==> src/rtl/reg_file_pipe_if.sv <==
// Decode/writeback-facing bundle of the pipelined register file.
// master = issue/writeback side, slave = register file.
interface reg_file_pipe_if #(
    parameter int DATA_W = 32,
    parameter int ADDR_W = 5
);
    logic              rd_en;
    logic [ADDR_W-1:0] RSaddr;
    logic [ADDR_W-1:0] RTaddr;
    logic [DATA_W-1:0] srcl;
    logic [DATA_W-1:0] RTdata;
    logic              rd_valid;
    logic              RegWrite;
    logic [ADDR_W-1:0] RDaddr;
    logic [DATA_W-1:0] RDdata;
    logic              reserve_en;
    logic [ADDR_W-1:0] reserve_addr;
    logic              rs_pending;
    logic              rt_pending;
    logic              init_busy;

    modport master (
        output rd_en, RSaddr, RTaddr, RegWrite, RDaddr, RDdata, reserve_en, reserve_addr,
        input  srcl, RTdata, rd_valid, rs_pending, rt_pending, init_busy
    );

    modport slave (
        input  rd_en, RSaddr, RTaddr, RegWrite, RDaddr, RDdata, reserve_en, reserve_addr,
        output srcl, RTdata, rd_valid, rs_pending, rt_pending, init_busy
    );
endinterface

==> src/rtl/reg_file_pipe.sv <==
// Pipelined 2R/1W register file with reset zero-sweep and pending scoreboard.
// Optional macro RF_BYPASS_EN: write-first on same-edge read/write collision.
module reg_file_pipe #(
    parameter int DATA_W   = 32,
    parameter int ADDR_W   = 5,
    parameter int ZERO_REG = 1
) (
    input  logic           clk,
    input  logic           rst,
    reg_file_pipe_if.slave bus
);
    localparam int DEPTH = 2**ADDR_W;

    typedef enum logic {S_INIT, S_RUN} state_t;

    state_t            r_state;
    logic [ADDR_W-1:0] r_cnt;
    logic [DATA_W-1:0] r_mem [DEPTH];
    logic [DEPTH-1:0]  r_pend;
    logic [DATA_W-1:0] r_srcl;
    logic [DATA_W-1:0] r_rtdata;
    logic              r_rd_valid;
    logic              r_init_busy;

    logic              w_run;
    logic              w_wr_ok;
    logic              w_res_ok;
    logic              w_rs_hit;
    logic              w_rt_hit;
    logic              w_mem_we;
    logic [ADDR_W-1:0] w_mem_addr;
    logic [DATA_W-1:0] w_mem_data;
    logic [DATA_W-1:0] w_rs_data;
    logic [DATA_W-1:0] w_rt_data;

    function automatic logic [DATA_W-1:0] f_rd(input logic [ADDR_W-1:0] a,
                                               input logic [DATA_W-1:0] stored,
                                               input logic              hit,
                                               input logic [DATA_W-1:0] wdata);
        if (ZERO_REG != 0 && a == '0) return '0;
        if (hit) return wdata;
        return stored;
    endfunction

    assign w_run    = (r_state == S_RUN);
    assign w_wr_ok  = w_run && bus.RegWrite && !(ZERO_REG != 0 && bus.RDaddr == '0);
    assign w_res_ok = bus.reserve_en && !(ZERO_REG != 0 && bus.reserve_addr == '0);

`ifdef RF_BYPASS_EN
    assign w_rs_hit = w_wr_ok && (bus.RSaddr == bus.RDaddr);
    assign w_rt_hit = w_wr_ok && (bus.RTaddr == bus.RDaddr);
`else
    // Read-first: the array read below already sees pre-write contents.
    assign w_rs_hit = 1'b0;
    assign w_rt_hit = 1'b0;
`endif

    assign w_rs_data = f_rd(bus.RSaddr, r_mem[bus.RSaddr], w_rs_hit, bus.RDdata);
    assign w_rt_data = f_rd(bus.RTaddr, r_mem[bus.RTaddr], w_rt_hit, bus.RDdata);

    // The sweep and the writeback port share the single array write port.
    assign w_mem_we   = !rst && (!w_run || w_wr_ok);
    assign w_mem_addr = w_run ? bus.RDaddr : r_cnt;
    assign w_mem_data = w_run ? bus.RDdata : '0;

    always_ff @(posedge clk) begin
        if (w_mem_we) r_mem[w_mem_addr] <= w_mem_data;
    end

    always_ff @(posedge clk) begin
        if (rst) begin
            r_state     <= S_INIT;
            r_cnt       <= '0;
            r_srcl      <= '0;
            r_rtdata    <= '0;
            r_rd_valid  <= 1'b0;
            r_init_busy <= 1'b1;
            r_pend      <= '0;
        end else if (r_state == S_INIT) begin
            r_rd_valid <= 1'b0;
            r_cnt      <= r_cnt + 1'b1;
            if (r_cnt == '1) begin
                r_state     <= S_RUN;
                r_init_busy <= 1'b0;
            end
        end else begin
            r_rd_valid <= bus.rd_en;
            if (bus.rd_en) begin
                r_srcl   <= w_rs_data;
                r_rtdata <= w_rt_data;
            end
            // Set after clear so a same-edge reservation of RDaddr wins.
            if (bus.RegWrite) r_pend[bus.RDaddr] <= 1'b0;
            if (w_res_ok) r_pend[bus.reserve_addr] <= 1'b1;
        end
    end

    assign bus.srcl       = r_srcl;
    assign bus.RTdata     = r_rtdata;
    assign bus.rd_valid   = r_rd_valid;
    assign bus.init_busy  = r_init_busy;
    assign bus.rs_pending = w_run & r_pend[bus.RSaddr];
    assign bus.rt_pending = w_run & r_pend[bus.RTaddr];
endmodule

==> src/flat_wrapper.sv <==
// flat-port wrapper written by rule: the top's interface ports become plain ports
module reg_file_pipe_flat 
#(
    parameter int DATA_W   = 32,
    parameter int ADDR_W   = 5,
    parameter int ZERO_REG = 1
)
  (clk, rst, bus_rd_en, bus_RSaddr, bus_RTaddr, bus_RegWrite, bus_RDaddr, bus_RDdata, bus_reserve_en, bus_reserve_addr, bus_srcl, bus_RTdata, bus_rd_valid, bus_rs_pending, bus_rt_pending, bus_init_busy);
  reg_file_pipe_if #(.DATA_W(DATA_W), .ADDR_W(ADDR_W)) bus_i ();
  input  logic clk;
  input  logic rst;
  input wire logic [$bits(bus_i.rd_en)-1:0] bus_rd_en;
  input wire logic [$bits(bus_i.RSaddr)-1:0] bus_RSaddr;
  input wire logic [$bits(bus_i.RTaddr)-1:0] bus_RTaddr;
  input wire logic [$bits(bus_i.RegWrite)-1:0] bus_RegWrite;
  input wire logic [$bits(bus_i.RDaddr)-1:0] bus_RDaddr;
  input wire logic [$bits(bus_i.RDdata)-1:0] bus_RDdata;
  input wire logic [$bits(bus_i.reserve_en)-1:0] bus_reserve_en;
  input wire logic [$bits(bus_i.reserve_addr)-1:0] bus_reserve_addr;
  output wire logic [$bits(bus_i.srcl)-1:0] bus_srcl;
  output wire logic [$bits(bus_i.RTdata)-1:0] bus_RTdata;
  output wire logic [$bits(bus_i.rd_valid)-1:0] bus_rd_valid;
  output wire logic [$bits(bus_i.rs_pending)-1:0] bus_rs_pending;
  output wire logic [$bits(bus_i.rt_pending)-1:0] bus_rt_pending;
  output wire logic [$bits(bus_i.init_busy)-1:0] bus_init_busy;
  assign bus_i.rd_en = bus_rd_en;
  assign bus_i.RSaddr = bus_RSaddr;
  assign bus_i.RTaddr = bus_RTaddr;
  assign bus_i.RegWrite = bus_RegWrite;
  assign bus_i.RDaddr = bus_RDaddr;
  assign bus_i.RDdata = bus_RDdata;
  assign bus_i.reserve_en = bus_reserve_en;
  assign bus_i.reserve_addr = bus_reserve_addr;
  assign bus_srcl = bus_i.srcl;
  assign bus_RTdata = bus_i.RTdata;
  assign bus_rd_valid = bus_i.rd_valid;
  assign bus_rs_pending = bus_i.rs_pending;
  assign bus_rt_pending = bus_i.rt_pending;
  assign bus_init_busy = bus_i.init_busy;
  reg_file_pipe #(.DATA_W(DATA_W), .ADDR_W(ADDR_W), .ZERO_REG(ZERO_REG)) u_core (.clk(clk), .rst(rst), .bus(bus_i));
endmodule
==> config.mk <==
export PLATFORM = sky130hd
export DESIGN_NAME = reg_file_pipe_flat
export DESIGN_NICKNAME = d
export VERILOG_FILES = /design/src/rtl/reg_file_pipe_if.sv /design/src/rtl/reg_file_pipe.sv /design/src/flat_wrapper.sv
export SDC_FILE = /design/constraint.sdc
export NUM_CORES = 1
export LEC_CHECK = 0
export CORE_MARGIN = 3
export CORE_UTILIZATION = 43
export CTS_BUF_LIST = sky130_fd_sc_hd__clkbuf_2 sky130_fd_sc_hd__clkbuf_4 sky130_fd_sc_hd__clkbuf_8
export CTS_CLUSTER_DIAMETER = 50
export DETAILED_ROUTE_END_ITERATION = 10
export DONT_BUFFER_PORTS = 1
export SETUP_SLACK_MARGIN = 0.05
export SYNTH_ARGS = -nofsm -noshare
export SYNTH_HDL_FRONTEND = slang
export SYNTH_SLANG_ARGS = --single-unit
==> constraint.sdc <==
create_clock -name clk -period 7.6 [get_ports clk]
set_input_delay 0.76 -clock clk [delete_from_list [all_inputs] [get_ports clk]]
set_output_delay 0.76 -clock clk [all_outputs]
set_load 0.1 [all_outputs]
==> results of run 1 <==
## placed cells by master (no fill, tap or decap), types with 36 or more instances in the layout
| cell type | n |
|---|---|
| edfxtp_1 | 1023 |
| clkbuf_8 | 213 |
| mux4_2 | 488 |
| buf_4 | 82 |
| a21oi_1 | 148 |
| clkinv_1 | 39 |
| clkbuf_4 | 54 |
| and2_1 | 38 |
| o211ai_1 | 55 |
| mux2i_1 | 104 |
| dfxtp_1 | 103 |
| a22oi_1 | 100 |
| nand2_1 | 113 |
| nor2_1 | 36 |
| mux2_2 | 37 |
## report_power, final
part / total (W) / leakage (nW) / switching, W / internal (W)
clock: 0.00548 / 2.03 / 0.00254 / 0.00295
sequential: 0.00672 / 9.78 / 0.0000179 / 0.00670
combinational: 0.000573 / 5.87 / 0.000262 / 0.000311
total: 0.0128 / 17.7 / 0.00282 / 0.00996
## repair_timing
action / 4_1_cts / 5_1_grt
endpoints found under the hold margin: 39 / 0
setup buffers: 0 / 0
hold buffers: 1 / 0
## sequential cells by signal, indices dropped and copies added, names as in the netlist
signal                cells
u_core.r_mem           1023
u_core.bus.RTdata        32
u_core.bus.srcl          32
u_core.r_pend            32
u_core.r_cnt              5
u_core.bus.init_busy      1
u_core.bus.rd_valid       1
u_core.r_state            1
## worst max-delay path: cells and delay by family, from the launching register on
kind	cells	cell delay [ns]
compound gates	1	0.97
flops	1	0.88
simple gates	1	0.97
## worst max-delay path by stage
stage	from	slack [ns]	cells past startpoint	to
after floorplan	bus_RegWrite	4.03	6	u_core.r_mem[4][0]$_DFFE_PP_
after global placement	u_core.r_state$_SDFF_PP0_	4.14	2	bus_rt_pending
after detailed placement	u_core.r_state$_SDFF_PP0_	4.10	2	bus_rt_pending
after CTS	u_core.r_state$_SDFF_PP0_	3.11	2	bus_rt_pending
after global routing	u_core.r_state$_SDFF_PP0_	3.05	2	bus_rt_pending
final	u_core.r_state$_SDFF_PP0_	3.07	2	bus_rt_pending
## cell families (layout without fill, tap and decap cells)
kind of cell / Yosys count / count (layout) / share of synthesized area
flip-flops: 1127 / 1127 / 0.632
multiplexers: 629 / 629 / 0.240
AO/OA/AOI/OAI: 512 / 512 / 0.0692
AND/OR/NAND/NOR: 365 / 365 / 0.0359
buffers and inverters: 240 / 442 / 0.0218
adder cells (fa/ha/maj): 2 / 2 / 0.000482
XOR/XNOR: 2 / 2 / 0.000338
other: 0 / 6 / 0
## stage by stage
stage	setup slack [ns]	hold WS, ns	instance area [sq um]	std cells	power [W]
6_report	3.07	0.105	57600	4685	0.0128
5_1_grt	3.05	0.0498	57600	4680	0.0132
3_3_place_gp	4.14	0.481	53700	4326	0.00740
4_1_cts	3.11	0.00984	57600	4678	0.0128
2_1_floorplan	4.03	0.460	51900	2877	0.00740
3_5_place_dp	4.10	0.485	53700	4326	0.00741
## cell type report
| type | instances | area [sq um] | share of cell area |
|---|---|---|---|
| flip-flops and latches | 1127 | 32800 | 0.569 |
| multi-input cells | 1510 | 18300 | 0.317 |
| clock buffers | 267 | 3340 | 0.0579 |
| well taps | 1600 | 2000 | 0.0347 |
| repair buffers | 84 | 663 | 0.0115 |
| clock inverters | 84 | 522 | 0.00905 |
| inverters | 7 | 26.3 | 0.000456 |
| diodes | 6 | 15.0 | 0.000260 |
## per-layer routing
layer / track usage / up-vias / routed length (um)
met5: 0 / - / 11
met4: 0.0739 / 2 / 4180
met3: 0.0804 / 262 / 19000
met2: 0.384 / 1842 / 73900
met1: 0.367 / 16700 / 65400
li1: - / 12400 / -
==> impl_metrics.toml, run 1 <==
[sta]
rsz0062_at_grt = "no"
worst_pin_slew_ns = 1.39
fmax_ghz = 0.221
finalSetupTns_ns = 0
slew_headroom = 0.0754
period_share = 0.595
setup_viol_count_final = 0
maxSlewViolCount = 0
clock_skew_ns = 0.0669
period_minus_slack_ns = 4.53
final_hold_viol_count = 0

[detailed_routing]
wl_per_cell_um = 34.7
vias = 31200
drcViolationCount = 0
drtIter0Drc = 4583
postRouteAntennaNets = 0
viasPerCell = 6.65
first_pass_iters = 6
wirelength_um = 162000

[yosys]
synth_seq_cells = 1127
synth_edf_count = 1023
synth_nets = 2936
yosys.area.top_type = "edfxtp_1"
synth_area_sq_um = 51900
syn_inst = 2877
syn_area_per_cell_sq_um = 18.0
synth_most_common_cell = "edfxtp_1"
async_flop_share = 0
ys_seq_area_frac = 0.632
ys_top_cells_by_area = "edfxtp_1 (59%), mux4_2 (21%), dfxtp_1 (4.0%)"
ys_top_cells_by_count = "edfxtp_1 (1023), mux4_2 (488), a21oi_1 (149)"
ys_types = 63
yosysWarnings = 0
yosysTopAreaCellShare = 0.592
synth_flop_cell = "edfxtp_1"

[place]
gp_congestion = 0.881
port_buffers = 0
hpwl_um = 96600

[floorplanning]
core_area_sq_um = 119000
die_x_um = 353
rows = 126
initial_core_util = 0.436
io_pins = 125
die_y_um = 353
fp.dieArea_sq_um = 125000

[cts]
clockBufferDepth = 3
cts.sinks = 1127
cts_root_buffer = "clkbuf_8"
htreeDepth = 4
cts_resized = 0
clk_latency_ns = 0.89
cts_tree = "done"
numCtsBuffers = 187
path_clk_slew_ns = 0.06

[global_route]
antenna_found_initial = 9
grt_max_degree = 273
groute.usage.overall = 0.258
grt_pass1_vias = 31500
grt-ovfl-total = 0
grt_pass1_wl_um = 232000

[run]
maxCapViolations = 0

[worst_setup_path]
crit_arrival_ns = 3.77
startpoint_type = "flop"
slowest_stage = "nor2b_1"
timing.rr.start = "u_core.r_state$_SDFF_PP0_"
crit_chain = "nor2b_1, a22o_1"
crit_type = "reg -> out"
reg2reg_to = "u_core.r_mem[23][31]$_DFFE_PP_"
critPathCaptureType = "primary output"
slowest_delay_ns = 0.97
cp.required_ns = 6.84
crit_fanout = 54
ff2ff_path_depth = 4
r2r_slack_ns = 4.06

[final_layout]
final_nets = 2976
fin_util = 0.485
fill_cells = 9808
area_growth_pct = 11.1
drive_above_1_share = 0.324

[power_and_ir_drop]
powerDensity_nw_per_um2 = 222
ir_drop_v = 0.000149
p_leak_nw = 17.7

[min_path]
whs_path_depth = 3
min_from = "bus_reserve_addr[4]"
hp-class = "in -> reg"
hold_end = "u_core.r_pend[15]$_SDFFE_PP0P_"

[outcome]
status = "finished, final reports clean"
Power figures use the tool's default switching activity.
==> run 2, diff against run 1 <==
- clock period: 7.6 -> 4.1 ns (I/O delays scaled with it)
==> impl_metrics.toml, run 2 (synthesized netlist as in run 1, its figures left out) <==
[power_and_ir_drop]
powerDensity_nw_per_um2 = 410
p_leak_nw = 18.2
ir_drop_v = 0.000344
power_w = 0.0241

[sta]
final_hold_viol_count = 0
holdWs_ns = 0.0684
period_share = 0.940
setup_viol_count_final = 0
rsz0062_at_grt = "no"
clock_skew_ns = 0.0380
slew_headroom = 0.107
period_minus_slack_ns = 3.85
finalSetupTns_ns = 0
fmax_ghz = 0.259
worst_pin_slew_ns = 1.34
maxSlewViolCount = 0

[floorplanning]
die_y_um = 353
core_area_sq_um = 119000
rows = 126
initial_core_util = 0.436
io_pins = 125
fp.dieArea_sq_um = 125000
die_x_um = 353

[worst_setup_path]
crit_fanout = 33
startpoint_type = "flop"
timing.critical_path.mode_cell = "buf_4"
slowest_delay_ns = 0.62
crit_arrival_ns = 3.44
slowest_stage = "dfxtp_4"
crit_chain = "buf_4, nor2b_1, a22o_1, buf_4"
worstPathBufferInverterCount = 2
crit_type = "reg -> out"
cp.required_ns = 3.69
critPathCaptureType = "primary output"
path_delay_family = "buffers and inverters"

[global_route]
grt_pass1_vias = 31700
grt-ovfl-total = 0
grt_pass1_wl_um = 240000
grt_max_degree = 268
antenna_found_initial = 18
groute.usage.overall = 0.268

[final_layout]
final_nets = 3064
layout_commonest_cell = "edfxtp_1"
drive_above_1_share = 0.328
layout_common_cells = "edfxtp_1 (1023), mux4_2 (488), clkbuf_8 (208)"
top_register = "u_core.r_mem"
multi_input_comb_area_sq_um = 18300
fin_util = 0.494
area_growth_pct = 13.2
seq_area_sq_um = 32800
largest_register_ffs = 1023
fill_cells = 9694

[detailed_routing]
top_layer = "met4"
wl_met2_um = 75800
vias = 32100
drcViolationCount = 0
viasPerCell = 6.72
first_pass_iters = 6
wl_met1_um = 68300
wl_per_cell_um = 35.6
drtIter0Drc = 5008
wl_met3_um = 21100
postRouteAntennaNets = 0
wirelength_um = 170000

[cts]
htreeDepth = 4
cts_tree = "done"
clockBufferDepth = 3
cts.sinks = 1127
numCtsBuffers = 190
clk_latency_ns = 0.90
path_clk_slew_ns = 0.06
cts_root_buffer = "clkbuf_8"

[place]
gp_congestion = 0.855
port_buffers = 0
hpwl_um = 99100

[min_path]
hp-class = "in -> reg"

[run]
maxCapViolations = 0

[outcome]
status = "finished, final reports clean"
run 2: through the flow:
| step | setup WS (ns) | std cells | cell area, sq um |
|---|---|---|---|
| global route | 0.178 | 4767 | 58700 |
| CTS | 0.237 | 4760 | 58700 |
| finish | 0.246 | 4772 | 58800 |
| global placement | 1.04 | 4346 | 54000 |
| detailed placement | 0.921 | 4346 | 54000 |
| floorplan | 0.785 | 2877 | 51900 |
run 2: area by class of cell:
cell class / instances / share of cell area
Sequential cell: 1127 / 0.558
Multi-Input combinational cell: 1510 / 0.311
Clock buffer: 289 / 0.0591
Tap cell: 1600 / 0.0341
Timing Repair Buffer: 169 / 0.0287
Clock inverter: 61 / 0.00775
Inverter: 7 / 0.000447
Antenna cell: 9 / 0.000383
run 2: worst paths after layout:
path	cells after the start	to	startpoint	slack [ns]
min	3	u_core.bus.srcl[24]$_SDFFE_PP0P_	bus_RSaddr[0]	0.07
max	4	bus_rt_pending	u_core.r_state$_SDFF_PP0_	0.25
max reg2reg	8	u_core.bus.RTdata[5]$_SDFFE_PP0P_	u_core.r_state$_SDFF_PP0_	0.27
min reg2reg	2	u_core.r_pend[17]$_SDFFE_PP0P_	u_core.r_pend[17]$_SDFFE_PP0P_	0.50
run 2: layer usage:
metal / track usage / vias to the layer above
li1: - / 12600
met1: 0.394 / 17000
met2: 0.394 / 2214
met3: 0.0736 / 295
met4: 0.0762 / 0
met5: 0 / -
run 2: timing repair:
action	4_1_cts	5_1_grt
setup endpoints to repair	0	1
setup buffers	0	0
gates resized for setup	0	1
hold buffers	64	3
endpoints found under the hold margin	102	3
run 2: report_power, final:
| group | leakage, nW | switching (W) | internal, W |
|---|---|---|---|
| Sequential | 9.78 | 0.0000342 | 0.0124 |
| Clock | 2.09 | 0.00468 | 0.00572 |
| Combinational | 6.35 | 0.000613 | 0.000616 |
| Total | 18.2 | 0.00533 | 0.0188 |
run 2: tightest hold or removal path: cells and delay by family:
kind | cells | cell delay, ns
compound gates | 1 | 0.15
mux | 2 | 0.30
